`src/rtl/cpu_controller.sv`:
```
// cpu_controller: Moore sequencer for the simple RISC datapath.
// Fetches into IR, bumps the PC, and steps each instruction through its
// register-read, execute, write-back and memory phases. All control outputs
// are registered: each one is computed from the state being entered.
module cpu_controller (
  input  logic       clk,
  input  logic       reset,
  input  logic [2:0] opcode,
  input  logic [1:0] op,
  input  logic [2:0] cond,
  input  logic       N,
  input  logic       V,
  input  logic       Z,
  output logic [2:0] nselA,
  output logic [2:0] nselB,
  output logic       loada,
  output logic       loadb,
  output logic       loadc,
  output logic       loads,
  output logic       asel,
  output logic       bsel,
  output logic [1:0] vsel,
  output logic       write,
  output logic       load_ir,
  output logic       load_pc,
  output logic       reset_pc,
  output logic       pc_sel,
  output logic       load_addr,
  output logic       addr_sel,
  output logic [1:0] mem_cmd,
  output logic       halt
);

  localparam logic [1:0] MNONE  = 2'b00;
  localparam logic [1:0] MREAD  = 2'b01;
  localparam logic [1:0] MWRITE = 2'b10;

  typedef enum logic [4:0] {
    S_RST, S_IF1, S_IF2, S_UPC, S_DEC, S_WIMM, S_GETAB, S_GETB, S_EXEC, S_WB,
    S_GETA, S_ADDR, S_LDA, S_MRD1, S_MRD2, S_GETD, S_PASS, S_MWR, S_BR, S_HALT
  } state_t;

  typedef struct packed {
    logic [2:0] nsela;
    logic [2:0] nselb;
    logic       loada;
    logic       loadb;
    logic       loadc;
    logic       loads;
    logic       asel;
    logic       bsel;
    logic [1:0] vsel;
    logic       write;
    logic       load_ir;
    logic       load_pc;
    logic       reset_pc;
    logic       pc_sel;
    logic       load_addr;
    logic       addr_sel;
    logic [1:0] mem_cmd;
    logic       halt;
  } ctrl_t;

  state_t state;
  state_t nxt;
  ctrl_t  ctrl;

  // Branch condition: flags come from the status register, which a preceding
  // CMP has already updated in its EXEC cycle.
  function automatic logic br_taken(input logic [2:0] cd, input logic fn,
                                    input logic fv, input logic fz);
    logic t;
    case (cd)
      3'b000:  t = 1'b1;
      3'b001:  t = fz;
      3'b010:  t = ~fz;
      3'b011:  t = fn ^ fv;
      3'b100:  t = (fn ^ fv) | fz;
      default: t = 1'b0;
    endcase
    return t;
  endfunction

  function automatic state_t next_of(input state_t s, input logic [2:0] opc,
                                     input logic [1:0] o);
    state_t n;
    case (s)
      S_RST:   n = S_IF1;
      S_IF1:   n = S_IF2;
      S_IF2:   n = S_UPC;
      S_UPC:   n = S_DEC;
      S_DEC: begin
        if (opc == 3'b110 && o == 2'b10)                          n = S_WIMM;
        else if (opc == 3'b110 && o == 2'b00)                     n = S_GETB;
        else if (opc == 3'b101)                                   n = S_GETAB;
        else if ((opc == 3'b011 || opc == 3'b100) && o == 2'b00)  n = S_GETA;
        else if (opc == 3'b001)                                   n = S_BR;
        else                                                      n = S_HALT;
      end
      S_WIMM:  n = S_IF1;
      S_GETAB: n = S_EXEC;
      S_GETB:  n = S_EXEC;
      S_EXEC:  n = (opc == 3'b101 && o == 2'b01) ? S_IF1 : S_WB;
      S_WB:    n = S_IF1;
      S_GETA:  n = S_ADDR;
      S_ADDR:  n = S_LDA;
      S_LDA:   n = (opc == 3'b011) ? S_MRD1 : S_GETD;
      S_MRD1:  n = S_MRD2;
      S_MRD2:  n = S_IF1;
      S_GETD:  n = S_PASS;
      S_PASS:  n = S_MWR;
      S_MWR:   n = S_IF1;
      S_BR:    n = S_IF1;
      S_HALT:  n = S_HALT;
      default: n = S_RST;
    endcase
    return n;
  endfunction

  function automatic ctrl_t decode(input state_t s, input logic [2:0] opc,
                                   input logic [1:0] o, input logic [2:0] cd,
                                   input logic fn, input logic fv, input logic fz);
    ctrl_t c;
    c = '0;
    case (s)
      S_RST:   begin c.reset_pc = 1'b1; c.load_pc = 1'b1; end
      S_IF1:   begin c.addr_sel = 1'b1; c.mem_cmd = MREAD; end
      S_IF2:   begin c.addr_sel = 1'b1; c.mem_cmd = MREAD; c.load_ir = 1'b1; end
      S_UPC:   c.load_pc = 1'b1;
      S_WIMM:  begin c.nsela = 3'b001; c.vsel = 2'b10; c.write = 1'b1; end
      S_GETAB: begin
        c.nsela = 3'b001; c.nselb = 3'b100; c.loada = 1'b1; c.loadb = 1'b1;
      end
      S_GETB:  begin c.nselb = 3'b100; c.loadb = 1'b1; end
      S_EXEC:  begin
        c.loadc = 1'b1;
        c.asel  = (opc == 3'b110);
        c.loads = (opc == 3'b101 && o == 2'b01);
      end
      S_WB:    begin c.nsela = 3'b010; c.vsel = 2'b00; c.write = 1'b1; end
      S_GETA:  begin c.nsela = 3'b001; c.loada = 1'b1; end
      S_ADDR:  begin c.bsel = 1'b1; c.loadc = 1'b1; end
      S_LDA:   c.load_addr = 1'b1;
      S_MRD1:  c.mem_cmd = MREAD;
      S_MRD2:  begin
        c.mem_cmd = MREAD; c.nsela = 3'b010; c.vsel = 2'b11; c.write = 1'b1;
      end
      S_GETD:  begin c.nselb = 3'b010; c.loadb = 1'b1; end
      S_PASS:  begin c.asel = 1'b1; c.loadc = 1'b1; end
      S_MWR:   c.mem_cmd = MWRITE;
      S_BR:    begin
        c.load_pc = br_taken(cd, fn, fv, fz);
        c.pc_sel  = c.load_pc;
      end
      S_HALT:  c.halt = 1'b1;
      default: c.mem_cmd = MNONE;
    endcase
    return c;
  endfunction

  // Next-state selection from the current state and decoded instruction fields.
  always_comb begin
    nxt = next_of(state, opcode, op);
  end

  // State and registered control outputs; reset forces RST at once.
  always_ff @(posedge clk or posedge reset) begin
    if (reset) begin
      state         <= S_RST;
      ctrl          <= '0;
      ctrl.reset_pc <= 1'b1;
      ctrl.load_pc  <= 1'b1;
    end else begin
      state <= nxt;
      ctrl  <= decode(nxt, opcode, op, cond, N, V, Z);
    end
  end

  assign nselA     = ctrl.nsela;
  assign nselB     = ctrl.nselb;
  assign loada     = ctrl.loada;
  assign loadb     = ctrl.loadb;
  assign loadc     = ctrl.loadc;
  assign loads     = ctrl.loads;
  assign asel      = ctrl.asel;
  assign bsel      = ctrl.bsel;
  assign vsel      = ctrl.vsel;
  assign write     = ctrl.write;
  assign load_ir   = ctrl.load_ir;
  assign load_pc   = ctrl.load_pc;
  assign reset_pc  = ctrl.reset_pc;
  assign pc_sel    = ctrl.pc_sel;
  assign load_addr = ctrl.load_addr;
  assign addr_sel  = ctrl.addr_sel;
  assign mem_cmd   = ctrl.mem_cmd;
  assign halt      = ctrl.halt;

endmodule

```
`config.mk`:
```
export PLATFORM = sky130hd
export DESIGN_NAME = cpu_controller
export DESIGN_NICKNAME = d
export VERILOG_FILES = /design/src/rtl/cpu_controller.sv
export SDC_FILE = /design/constraint.sdc
export NUM_CORES = 1
export LEC_CHECK = 0
export ABC_AREA = 1
export BUFFER_PORTS_ARGS = -buffer_cell sky130_fd_sc_hd__buf_2
export CORE_UTILIZATION = 47
export CTS_CLUSTER_DIAMETER = 80
export CTS_CLUSTER_SIZE = 24
export DETAILED_ROUTE_END_ITERATION = 8
export PLACE_DENSITY = 0.75
export SETUP_SLACK_MARGIN = 0.5
export SYNTH_ARGS = -nofsm -noshare
export SYNTH_HDL_FRONTEND = slang
export SYNTH_SLANG_ARGS = --single-unit
```
`constraint.sdc`:
```
create_clock -name clk -period 1.6 [get_ports clk]
set_clock_uncertainty 0.15 [all_clocks]
set_input_delay 0.08 -clock clk [delete_from_list [all_inputs] [get_ports clk]]
set_output_delay 0.08 -clock clk [all_outputs]
set_load 0.01 [all_outputs]
```
# Yosys cells after proc, flatten, opt, wreduce, memory -nomap -nowiden
# Index checks and enable logic that the tools add are counted.
op_classes:
  bitwise: 3
  order_cmp: 0
  n_mul: 0
  muxes: 26
  n_reduce_logical: 20
  eq_ne: 48
  div: 0
  shift: 0
  addsub: 0
ops:
  columns: ["cell", "n"]
  rows:
  - ["equality test 5 x 4 -> 1 bit (second input constant)", 16]
  - ["one-hot mux 5 bit (14 select lines)", 1]
  - ["equality test 5 bit (second input constant)", 8]
  - ["equality test 5 x 3 -> 1 bit (second input constant)", 7]
  - ["equality test 5 x 2 -> 1 bit (second input constant)", 4]
  - ["two-way mux 5 bit", 4]
  - ["equality test 3 bit (second input constant)", 4]
  - ["two-way mux 1 bit", 12]
  - ["OR reduction 2 bit", 6]
  - ["equality test 5 x 1 -> 1 bit (second input constant)", 2]
  - ["zero test 5 bit", 2]
  - ["equality test 3 x 2 -> 1 bit (second input constant)", 3]
  - ["one-hot mux 3 bit (3 select lines)", 1]
  - ["OR reduction 3 bit", 3]
  - ["one-hot mux 2 bit (2 select lines)", 2]
  - ["equality test 3 x 1 -> 1 bit (second input constant)", 2]
  - ["one-hot mux 3 bit (2 select lines)", 1]
  - ["OR reduction 6 bit", 1]
  - ["one-hot mux 1 bit (5 select lines)", 1]
  - ["logical AND 1 bit", 4]
  - ["two-way mux 4 bit", 1]
  - ["one-hot mux 1 bit (2 select lines)", 2]
  - ["OR reduction 4 bit", 1]
  - ["zero test 3 bit", 1]
  - ["other kinds (8)", 8]
totals:
  output_inout_bits: 24
  ff_bits: 29
  ramBits: 0
  wordCells: 116
  n_memories: 0
  in_bits: 13
  romBits: 0
  latchBits: 0

# Logic depth before layout (Yosys ltp)
logic_depth:
  word_depth: 11
  mapped_depth: 11
  depth_no_buf: 11

# Worst setup path after synthesis
# Ideal clock, no wire load.
synth_timing:
  path_kind: "register to register"
  start: "reg state[1]"
  end: "reg ctrl, in the netlist mem_cmd[0]"
  stages_incl_launch_ff: 10
  path_slack_ps: 73
  required_ps: 1384
  setup_time_ps: 66
  synth_period_minus_slack_ps: 1527
  n_path_buf: 0
  arrival_time_ps: 1311
  cell_sequence: "dfrtp_1 nor2_4 nand3_2 inv_2 nand3_2 nand3_1 nor2_2 nor2_2 nand2_1 nand3_2"
synth_via:
  elab_chain_len: 6
  word_cells_on_any_way: 30
  cone_classes: "eq/ne (24); mux (2); reduce/logical (4)"
synth_lines:
  columns: ["item", "line_no", "text"]
  rows:
  - ["start, declared", "64", "state_t state;"]
  - ["start signal, assigned", "174", "state <= nxt;"]
  - ["equality test 5 bit, or another cell as far along", "87", "case (s)"]
  - ["OR reduction 6 bit (no source line) / OR reduction 2 bit (equally long branches)", null, null]
  - ["one-hot mux 5 bit (14 select lines) *", "87", null]
  - ["equality test 5 x 4 -> 1 bit, or another cell as far along", "125", "case (s)"]
  - ["OR reduction 4 bit (no source line)", null, null]
  - ["one-hot mux 2 bit (2 select lines) *", "125", null]
  - ["end signal, assigned", "175", "ctrl <= decode(nxt, opcode, op, cond, N, V, Z);"]
  - ["end, declared", "66", "ctrl_t ctrl;"]
# Mark *: on every way between the ends. The rest lies on a longest branch, timed or not.

# Final worst setup path
layout_timing:
  start: "reg state[0]"
  end: "reg ctrl, in the netlist addr_sel"
layout_via:
  elab_chain_len: 6
  word_cells_on_any_way: 27
  cone_classes: "eq/ne (21); mux (2); reduce/logical (4)"
layout_lines:
  columns: ["item", "line_no", "text"]
  rows:
  - ["equality test 5 bit, or another cell as far along", "87", null]
  - ["OR reduction 6 bit (no source line) / OR reduction 2 bit (equally long branches)", null, null]
  - ["one-hot mux 5 bit (14 select lines) *", "87", null]
  - ["via nxt[0]", "65", "state_t nxt;"]
  - ["equality test 5 x 2 -> 1 bit / equality test 5 x 1 -> 1 bit (equally long branches)", "125", null]
  - ["OR reduction 2 bit (no source line) *", null, null]
  - ["two-way mux 1 bit *", "125", null]
# The timed path passes the listed nets; every way through them passes the cells marked *.

==> results.sh <==
export IMPL_max_cap_violations=0
export IMPL_p_sw_uw=1740
export IMPL_ant_nets=0
export IMPL_yosysWarnings=0
export IMPL_place_area_um2=1850
export IMPL_syn_to_final_growth_pct=56.1
export IMPL_rsz0062_at_grt="true"
export IMPL_yosysMostFrequentCell="nand2_1"
export IMPL_grt_overflow_total=0
export IMPL_reg2reg_slack_ns=-0.17
export IMPL_critPathMostFrequentCell="nand2_1"
export IMPL_dpl_hpwl_mm=2.65
export IMPL_cp_required_ns=1.72
export IMPL_synth_top_cell_by_area="dfrtp_1"
export IMPL_critPathKind="flip-flop to flip-flop"
export IMPL_fp_dieH_um=57.8
export IMPL_r2r_cells=10
export IMPL_clock_sinks=27
export IMPL_synth_cell_types=22
export IMPL_pwr_share_clk_pct=7.8
export IMPL_path_clk_slew_ns=0.13
export IMPL_switching_share_pct=45.6
export IMPL_min_period_ns=1.77
export IMPL_cp_endpoint="addr_sel$_DFF_PP0_"
export IMPL_numCtsBuffers=3
export IMPL_reg2reg_to="addr_sel$_DFF_PP0_"
export IMPL_die_w_um=57.8
export IMPL_clk_path_buf_depth=2
export IMPL_power_density_nw_per_um2=1670
export IMPL_synthFlopType="dfrtp_1"
export IMPL_num_rows=19
export IMPL_track_usage_pct=24.7
export IMPL_synthTopCellsByArea="dfrtp_1 43%, nand2_1 9.7%, inv_1 7.2%"
export IMPL_stdcell_count=296
export IMPL_drive_gt1_share_pct=55.5
export IMPL_antenna_found_initial=0
export IMPL_syn_instance_count=187
export IMPL_drtPass1Iterations=6
export IMPL_post_route_util_pct=80.1
export IMPL_num_vias=1612
export IMPL_p_leak_uw=0.00132
export IMPL_outcome="finished, violations left"
export IMPL_syn_area_um2=1460
export IMPL_internal_power_uw=2070
export IMPL_reg2reg_from="state[0]$_DFF_PP0_"
export IMPL_synthTopCellsByCount="38 x nand2_1, 28 x inv_1, 25 x dfrtp_1"
export IMPL_path_cells="buf_4 -> nor2_2 -> nand3_2 -> nand2_1 -> inv_1 -> nand2_1 -> nor2_1 -> nand3_2 -> nand4_1 -> nand2_1"
export IMPL_cp_arrival_ns=1.89
export IMPL_dp_cells=271
export IMPL_grt_pass1_wl_mm=6.25
export IMPL_core_area_um2=2850
export IMPL_pwr_share_seq_pct=27.1
export IMPL_holdCritPathClass="input pin to flip-flop"
export IMPL_grt_max_degree=28
export IMPL_fin_area_um2=2280
export IMPL_die_area_um2=3340
export IMPL_post_drt_wl_per_cell_um=15.7
export IMPL_async_reset_ff_share_pct=100
export IMPL_slowest_delay_ns=0.46
export IMPL_num_antenna_cells=0
export IMPL_ios=37
export IMPL_start_util_pct=51.3
export IMPL_cp_slowest_cell="dfrtp_2"
export IMPL_crit_path_end_kind="flip-flop"
export IMPL_vias_per_cell=5.45
export IMPL_setup_tns_final_ns=-1.45
export IMPL_synth_edff_count=0
export IMPL_setup_viol=14
export IMPL_htreeDepth=1
export IMPL_drv_slew=0
export IMPL_max_freq_mhz=565
export IMPL_worstSkewPairLatency_ns=0.32
export IMPL_nets=279
export IMPL_min_period_over_period_pct=111
export IMPL_ys_ff_latch=27
export IMPL_violations="DRC, setup timing"
export IMPL_p_comb_share_pct=65.1
export IMPL_critical_path_startpoint="state[0]$_DFF_PP0_"
export IMPL_cts_root_buffer="clkbuf_4"
export IMPL_finalHoldViolCount=0
export IMPL_synth_avg_cell_area_um2=7.83
export IMPL_ir_drop_v=0.00120
export IMPL_tritoncts="built"
export IMPL_port_buffers=34
export IMPL_drt_total_wl_mm=4.66
export IMPL_gp_congestion=0.890
export IMPL_grt_pass1_vias=1441
export IMPL_crit_fanout=4
export IMPL_synth_top_area_share_pct=42.7
export IMPL_synth_sequential_area_ratio_pct=46.3
export IMPL_fin_ws_ns=-0.170
export IMPL_whs_ns=0.0661
export IMPL_startpoint_type="flip-flop"
export IMPL_drc=4
export IMPL_drt_iter0_drc=109
==> area by class of cell <==
cell class                 count  area, um^2
inverter                      36         145
tap                           31        38.8
timing repair buffer          75         542
clock buffer                   3        22.5
clock inverter                 1        7.51
sequential                    27         684
fill                         160         568
multi-input combinational    123         845
==> cell usage in the layout (no fill, tap or decap), types with 5 or more instances in the layout <==
master / synthesis / routed
buf_2: 0 / 31
buf_4: 2 / 30
buf_6: 0 / 9
dfrtp_1: 25 / 20
dfrtp_2: 0 / 5
inv_1: 28 / 27
inv_2: 8 / 6
nand2_1: 38 / 30
nand2_2: 3 / 9
nand3_1: 21 / 11
nand3_2: 10 / 16
nand4_1: 5 / 5
nor2_1: 19 / 11
nor2_2: 8 / 7
nor2_4: 1 / 10
==> cells by family (layout without fill, tap and decap cells) <==
group	Yosys count	count (layout)	synth area share (%)
buffers and inverters	38	115	10.3
other	1	2	0.256
AND/OR/NAND/NOR	113	113	39.7
AO/OA/AOI/OAI	8	8	3.42
flip-flops	27	27	46.3
==> stage by stage <==
step	power, uW	setup WS, ns
final	3810	-0.170
after global placement	2680	-0.0844
after CTS	3360	-0.0468
after detailed placement	2700	-0.115
after global routing	4020	-0.238
after floorplan	2080	0.122
==> how the worst min path moves through the flow <==
stage | to | depth (start not counted) | slack (ns) | from
2_1_floorplan | addr_sel$_DFF_PP0_ | 1 | -0.02 | reset
3_3_place_gp | loadb$_DFF_PP0_ | 3 | -0.007 | reset
3_5_place_dp | loadb$_DFF_PP0_ | 3 | 0.000005 | reset
4_1_cts | loada$_DFF_PP0_ | 5 | 0.03 | op[1]
5_1_grt | loada$_DFF_PP0_ | 5 | 0.04 | op[1]
6_report | load_pc$_DFF_PP1_ | 6 | 0.07 | Z
==> worst max-delay path: cells and delay by family (launching register included) <==
kind | cells | cell delay [ns]
AND/OR/NAND/NOR | 8 | 0.89
flip-flops | 1 | 0.46
buffers and inverters | 2 | 0.20
==> registers in the layout (all words and copies together), names as in the netlist, 2 cells and up <==
signal / cells
mem_cmd: 2
state: 5
vsel: 2
nselB: 2
nselA: 2
==> timing repair <==
item,4_1_cts,5_1_grt
buffers inserted,12,5
hold buffers,4,0
setup endpoints to repair,31,47
gates resized for setup,22,34
cloned,0,0
endpoints found under the hold margin,29,0
pin swaps,14,7
==> power by group through the flow <==
stage                     Clock [uW]  Combinational (uW)  Sequential, uW
after floorplan                    0                 993            1090
after global placement             0                1660            1020
after detailed placement           0                1670            1030
after CTS                        305                2030            1020
after global routing             327                2640            1040
final                            297                2480            1030
==> metal layers <==
metal,share of wire [%],global-route usage (%),up-vias
met4,5.0,9.86,0
met5,0,0,-
met3,6.9,5.13,24
met1,34,27.0,750
li1,-,-,744
met2,54,46.3,94
(Power assumes the default switching activity.)
